==> src/rtl/glitch_pulse_gen_pkg.sv <==
// Shared types and default sizes for the glitch core trigger path.
// The event counter is sized from the same GPG_WIDTH constant.
package glitch_pulse_gen_pkg;

    localparam int GPG_WIDTH  = 32;
    localparam int GPG_RWIDTH = 8;

    typedef enum logic [2:0] {
        IDLE,
        ARMED,
        DELAY,
        PULSE,
        GAP
    } state_e;

endpackage

==> src/rtl/sync_edge_detect.sv <==
// N-stage synchronizer for an asynchronous input, followed by an edge register.
// rise_o is built only from flops, so it is glitch-free and can be used directly as a clock enable.
module sync_edge_detect #(
    parameter int SYNC_STAGES = 2
) (
    input  logic clk_i,
    input  logic rst_i,
    input  logic async_i,
    output logic rise_o
);

    logic [SYNC_STAGES-1:0] sync_q, sync_d;
    logic                   prev_q, prev_d;

    always_comb begin
        sync_d = {sync_q[SYNC_STAGES-2:0], async_i};
        prev_d = sync_q[SYNC_STAGES-1];
    end

    always_ff @(posedge clk_i or posedge rst_i) begin
        if (rst_i) begin
            sync_q <= '0;
            prev_q <= 1'b0;
        end else begin
            sync_q <= sync_d;
            prev_q <= prev_d;
        end
    end

    assign rise_o = sync_q[SYNC_STAGES-1] & ~prev_q;

endmodule

==> src/rtl/glitch_pulse_gen.sv <==
// Glitch pulse generator: arm, wait for a trigger edge, delay, then emit a pulse train.
// Outputs are registered from the current state, so pulse_o trails the PULSE state by one clock.
module glitch_pulse_gen
    import glitch_pulse_gen_pkg::*;
#(
    parameter int WIDTH       = GPG_WIDTH,
    parameter int RWIDTH      = GPG_RWIDTH,
    parameter int SYNC_STAGES = 2
) (
    input  logic              clk_i,
    input  logic              rst_i,
    input  logic              trigger_i,
    input  logic              arm_i,
    input  logic              abort_i,
    input  logic [WIDTH-1:0]  delay_i,
    input  logic [WIDTH-1:0]  width_i,
    input  logic [WIDTH-1:0]  gap_i,
    input  logic [RWIDTH-1:0] repeat_i,
    input  logic              polarity_i,
    output logic              pulse_o,
    output logic              armed_o,
    output logic              busy_o,
    output logic              done_o,
    output state_e            state_o
);

    logic trig_rise;

    sync_edge_detect #(
        .SYNC_STAGES(SYNC_STAGES)
    ) u_trig_sync (
        .clk_i  (clk_i),
        .rst_i  (rst_i),
        .async_i(trigger_i),
        .rise_o (trig_rise)
    );

    state_e             state_q, state_d;
    logic [WIDTH-1:0]   cnt_q, cnt_d;
    logic [RWIDTH-1:0]  rem_q, rem_d;
    logic [WIDTH-1:0]   delay_q, delay_d, width_q, width_d, gap_q, gap_d;
    logic [RWIDTH-1:0]  rep_q, rep_d;
    logic               pol_q, pol_d;
    logic               fin_q, fin_d;
    logic               pulse_q, pulse_d;
    logic               armed_q, armed_d;
    logic               busy_q, busy_d;
    logic               done_q, done_d;

    always_comb begin
        state_d = state_q;
        cnt_d   = cnt_q;
        rem_d   = rem_q;
        delay_d = delay_q;
        width_d = width_q;
        gap_d   = gap_q;
        rep_d   = rep_q;
        pol_d   = pol_q;
        fin_d   = 1'b0;

        if (abort_i) begin
            state_d = IDLE;
            cnt_d   = '0;
            rem_d   = '0;
        end else begin
            case (state_q)
                IDLE: begin
                    // fin_q marks the cycle the last pulse is still on the pin
                    if (arm_i && !fin_q) begin
                        state_d = ARMED;
                        delay_d = delay_i;
                        width_d = (width_i == '0) ? WIDTH'(1) : width_i;
                        gap_d   = (gap_i == '0) ? WIDTH'(1) : gap_i;
                        rep_d   = (repeat_i == '0) ? RWIDTH'(1) : repeat_i;
                        pol_d   = polarity_i;
                    end
                end
                ARMED: begin
                    if (trig_rise) begin
                        rem_d = rep_q;
                        if (delay_q == '0) begin
                            state_d = PULSE;
                            cnt_d   = width_q;
                        end else begin
                            state_d = DELAY;
                            cnt_d   = delay_q;
                        end
                    end
                end
                DELAY: begin
                    if (cnt_q == WIDTH'(1)) begin
                        state_d = PULSE;
                        cnt_d   = width_q;
                    end else begin
                        cnt_d = cnt_q - WIDTH'(1);
                    end
                end
                PULSE: begin
                    if (cnt_q == WIDTH'(1)) begin
                        if (rem_q == RWIDTH'(1)) begin
                            state_d = IDLE;
                            cnt_d   = '0;
                            rem_d   = '0;
                            fin_d   = 1'b1;
                        end else begin
                            state_d = GAP;
                            cnt_d   = gap_q;
                            rem_d   = rem_q - RWIDTH'(1);
                        end
                    end else begin
                        cnt_d = cnt_q - WIDTH'(1);
                    end
                end
                GAP: begin
                    if (cnt_q == WIDTH'(1)) begin
                        state_d = PULSE;
                        cnt_d   = width_q;
                    end else begin
                        cnt_d = cnt_q - WIDTH'(1);
                    end
                end
                default: state_d = IDLE;
            endcase
        end

        pulse_d = pol_d ^ ((state_q == PULSE) && !abort_i);
        done_d  = fin_q && !abort_i;
        armed_d = (state_d == ARMED);
        busy_d  = !abort_i && ((state_d inside {DELAY, PULSE, GAP}) || (state_q == PULSE));
    end

    always_ff @(posedge clk_i or posedge rst_i) begin
        if (rst_i) begin
            state_q <= IDLE;
            cnt_q   <= '0;
            rem_q   <= '0;
            delay_q <= '0;
            width_q <= '0;
            gap_q   <= '0;
            rep_q   <= '0;
            pol_q   <= 1'b0;
            fin_q   <= 1'b0;
            pulse_q <= 1'b0;
            armed_q <= 1'b0;
            busy_q  <= 1'b0;
            done_q  <= 1'b0;
        end else begin
            state_q <= state_d;
            cnt_q   <= cnt_d;
            rem_q   <= rem_d;
            delay_q <= delay_d;
            width_q <= width_d;
            gap_q   <= gap_d;
            rep_q   <= rep_d;
            pol_q   <= pol_d;
            fin_q   <= fin_d;
            pulse_q <= pulse_d;
            armed_q <= armed_d;
            busy_q  <= busy_d;
            done_q  <= done_d;
        end
    end

    assign pulse_o = pulse_q;
    assign armed_o = armed_q;
    assign busy_o  = busy_q;
    assign done_o  = done_q;
    assign state_o = state_q;

endmodule

==> config.mk <==
export PLATFORM = sky130hd
export DESIGN_NAME = glitch_pulse_gen
export DESIGN_NICKNAME = d
export VERILOG_FILES = /design/src/rtl/glitch_pulse_gen_pkg.sv /design/src/rtl/sync_edge_detect.sv /design/src/rtl/glitch_pulse_gen.sv
export SDC_FILE = /design/constraint.sdc
export NUM_CORES = 1
export LEC_CHECK = 0
export BUFFER_PORTS_ARGS = -buffer_cell sky130_fd_sc_hd__buf_2
export CAP_MARGIN = 25
export CORE_ASPECT_RATIO = 1.5
export CORE_UTILIZATION = 25
export CTS_BUF_LIST = sky130_fd_sc_hd__clkbuf_16
export DETAILED_ROUTE_END_ITERATION = 7
export GPL_TIMING_DRIVEN = 0
export PLACE_DENSITY = 0.37
export RECOVER_POWER = 100
export SLEW_MARGIN = 10
export SYNTH_ARGS = -nofsm -noshare
export SYNTH_HDL_FRONTEND = slang
export SYNTH_SLANG_ARGS = --single-unit
==> constraint.sdc <==
create_clock -name clk_i -period 10.8 [get_ports clk_i]
set_clock_uncertainty 0.05 [all_clocks]
set_input_delay 3.24 -clock clk_i [delete_from_list [all_inputs] [get_ports clk_i]]
set_output_delay 3.24 -clock clk_i [all_outputs]
set_load 0.01 [all_outputs]
==> results.txt <==
The critical-path cell with the highest stage delay was nand4_1. The tools report the post-synth net total as 867. The final hold violation count was 0; the pin count of the biggest net entering global routing was 95. The max capacitance violation total was 1. The tools report the maximum level of the CTS H-tree as 4. Setup repair after global routing left no endpoint under its margin. The tree built by TritonCTS fans out to 156 sinks. The worst setup path is of the input port to flip-flop kind. Setup slack closes at 5.08 ns. The number of antenna violations at the first check in global routing is 0. Setup violations remaining at the end of the flow were counted as 0.

The top cell types in the final layout, fill and taps aside, are 156 x dfrtp_1, 115 x buf_2, 102 x mux2_2. The floorplan step set the die width to 149 µm. From synthesis to final layout, the design area changed by 21.1%. Full die area: 33000 µm². The dominant delay contributor by cell family on the critical path was buffers and inverters. Among all flip-flop cells after synthesis, the most frequent one is dfrtp_1.

On the worst path, the slowest cell contributes a delay of 0.62 ns. The setup TNS after final layout was 0 ns; the number of antenna cells inserted was 0. Using the TritonRoute via totals, the vias-per-cell ratio works out to 5.13. The post-synthesis cell area was 8060 µm²; the maximum root-to-sink buffer count was 2. The global-route congestion overflow total was 0; the worst supply voltage drop on vdd was 0.107 mV. The post-synthesis async set-or-reset flop share was 1.00. The tools report the overall fraction of global-route tracks in use as 0.195.

The tools report the fraction of the core area covered by cells at the end of the flow as 0.307. Walking the worst path, the cells encountered are clkbuf_1 > inv_1 > nand4_1 > clkbuf_1 > clkbuf_1 > mux2_2. TritonCTS built the clock tree. Number of slew-limit violations in the final report: 63.

The root buffer cell chosen for the clock tree is clkbuf_16. The count of port buffers added during placement was 116. For the number of instances in the placed design, the log shows 1280.

In this run, synthesis inferred 0 flip-flops with an integrated enable. For this block, the routed nets add up to 30.4 mm of wire. The tools report the endpoint required time on the critical path as 11.08 ns. Final worst-path cycle share: 0.530. The number of standard cells after synthesis is 753, and the first-iteration detailed-routing DRC count is 389. STA classifies the critical path startpoint as an input port. Derived from the worst setup path, the maximum achievable clock frequency is 0.175 GHz.

The proportion of netlist area held by the largest area contributor was 0.485; the clock-pin slew reported for the worst setup and hold paths after clock tree synthesis was 0.06 ns. The logs give 1003 for the number of nets in the layout and 3404 for the number of inserted filler cells in the final layout. The number of antenna-violating nets in the routed design was 0; the post-route non-filler standard cell count was 1311.

Power spread over the standard cell area amounts to 217 nW/µm². Timing analysis after detailed placement gives a worst setup slack of 4.85 ns. The library cell with the largest summed area after synthesis was dfrtp_1.

The first detailed-routing pass ran for 5 iterations. The tools report the number of gates resized after CTS as 0. A synthesized cell averages 10.7 µm². For this run, design rule violations remaining after detail routing come to 0. The core region is 31700 µm². The total design power was 2120 µW; the Yosys warning count was 0. For the worst setup path, the data arrival time is 6.00 ns.

Counting both buffers and inverters, the worst setup path holds a total of 4. The worst setup path is captured at a flip-flop. The routed design could run at a clock period as short as 5.72 ns. The logs give 68 for the number of library cell types mapped by synthesis and 0 for the number of buffers added for setup after CTS. The register bit total from synthesis works out to 156. Row generation in the floorplan step produced 80 rows. Measured along the y axis, the die boundary spans 222 µm.

Most numerous cell on the critical path: clkbuf_1. The part of the Yosys area used for sequential elements was 0.485; the ratio of cells with drive above 1 in the final layout was 0.307. The logs give 0.45 ns for the clock latency on the worst-skew pair and 46.2 mm for the wire length of the first global-routing pass. The vias after detailed routing was 6722; the largest fanout on the critical path was 10.

The run gives 0.862 as the last weighted congestion value of the routability-driven placer. After detailed routing, the average wire length per cell comes to 23.2 µm. The starting utilization of the core area is 0.254, and the transition time at the pin with the least slew margin is 2.91 ns. Yosys attributes the largest share of cell area to dfrtp_1 48%, mux2_2 14%, a21oi_1 2.9%, o21ai_0 2.9%, nor4_1 2.9%. For this design the top-level I/O count stands at 117. The flow ran to the end, but the final reports show violations.

The number of buffers created by CTS was 17; the detailed placer's ending HPWL was 23.4 mm. The tightest slew margin relative to the limit was -0.951; the via count of the first global-routing pass was 7058. The checks that failed: capacitance limit, slew limit. The analysis attributes to cell leakage a power of 0.00410 µW.

The type of the worst min-delay path is flip-flop to flip-flop. The post-cts hold buffer count came out at 0. The library cell used most frequently in the layout, excluding fill and tap cells, is dfrtp_1.
logic make-up (layout without fill, tap and decap cells):
logic type,count (synthesis),after routing,synth area share
compound gates,203,203,0.171
xor+xnor,16,16,0.0174
fa+ha+maj,4,4,0.00621
buf+inv,64,212,0.0359
flops,156,156,0.485
mux,105,105,0.146
simple gates,205,205,0.138
Yosys cell counts, types with 4 or more instances:
cell type,n
a211oi_1,5
a21oi_1,47
a221o_1,4
a221oi_1,19
a22o_1,5
a22oi_1,9
a31o_2,9
a31oi_1,9
a32o_1,4
and2_1,4
buf_2,11
clkbuf_1,27
dfrtp_1,156
ha_1,4
inv_1,18
mux2_2,103
nand2_1,47
nand2b_1,4
nand3_1,8
nand4_1,8
nor2_1,31
nor2b_1,4
nor3_1,24
nor4_1,37
o211ai_1,4
o21a_1,7
o21ai_0,47
o22ai_1,6
o31ai_1,6
or3_1,5
or4_1,5
xor2_1,13
layout make-up:
type	instances	area (µm²)	share of cell area
sequential	156	3900	0.400
multi-input combinational	533	3860	0.396
timing repair buffer	117	598	0.0613
tap	410	513	0.0526
clock buffer	17	425	0.0436
buffer	46	216	0.0222
clock inverter	14	169	0.0173
inverter	18	68.8	0.00705
worst register-to-register path: stages, from the launching register on:
cell      delay (ns)
dfrtp_1         0.49
nor4_1          0.61
nand4_1         0.44
nor2_1          0.67
clkbuf_1        0.54
a21oi_1         0.27
nor3_1          0.25
a221o_1         0.14
registers in the layout, summed over array words and instances (netlist names):
register	flops
armed_o	1
busy_o	1
cnt_q	32
delay_q	32
done_o	1
fin_q	1
gap_q	32
pol_q	1
pulse_o	1
rem_q	8
rep_q	8
state_o	3
u_trig_sync.prev_q	1
u_trig_sync.sync_q	2
width_q	32
report_power, final:
group | switching, µW | internal [µW] | leakage, µW
Combinational | 347 | 268 | 0.00189
Clock | 263 | 363 | 0.000283
Sequential | 146 | 729 | 0.00193
Total | 756 | 1360 | 0.00410
through the flow:
stage | cell area (µm²) | hold slack (ns)
floorplan | 8060 | 0.281
global placement | 9150 | 0.300
detailed placement | 9190 | 0.296
CTS | 9780 | 0.311
global route | 9750 | 0.319
finish | 9750 | 0.304
final timing paths:
kind | endpoint | depth (start not counted) | start | slack [ns]
max in group asynchronous | rep_q[3] | 3 | rst_i | 5.71
min | u_trig_sync.sync_q[1] | 0 | u_trig_sync.sync_q[0] | 0.30
min in group asynchronous | gap_q[18] | 2 | rst_i | 3.57
max reg2reg | cnt_q[19] | 7 | delay_q[28] | 7.29
min reg2reg | u_trig_sync.sync_q[1] | 0 | u_trig_sync.sync_q[0] | 0.30
max | rep_q[3] | 6 | abort_i | 5.08
layer usage:
| layer | track usage | share of wire |
|---|---|---|
| met1 | 0.231 | 0.41 |
| met2 | 0.345 | 0.53 |
| met3 | 0.0292 | 0.034 |
| met4 | 0.0795 | 0.031 |
| met5 | 0 | 0 |
No activity file was read; power rests on OpenSTA's default activity.
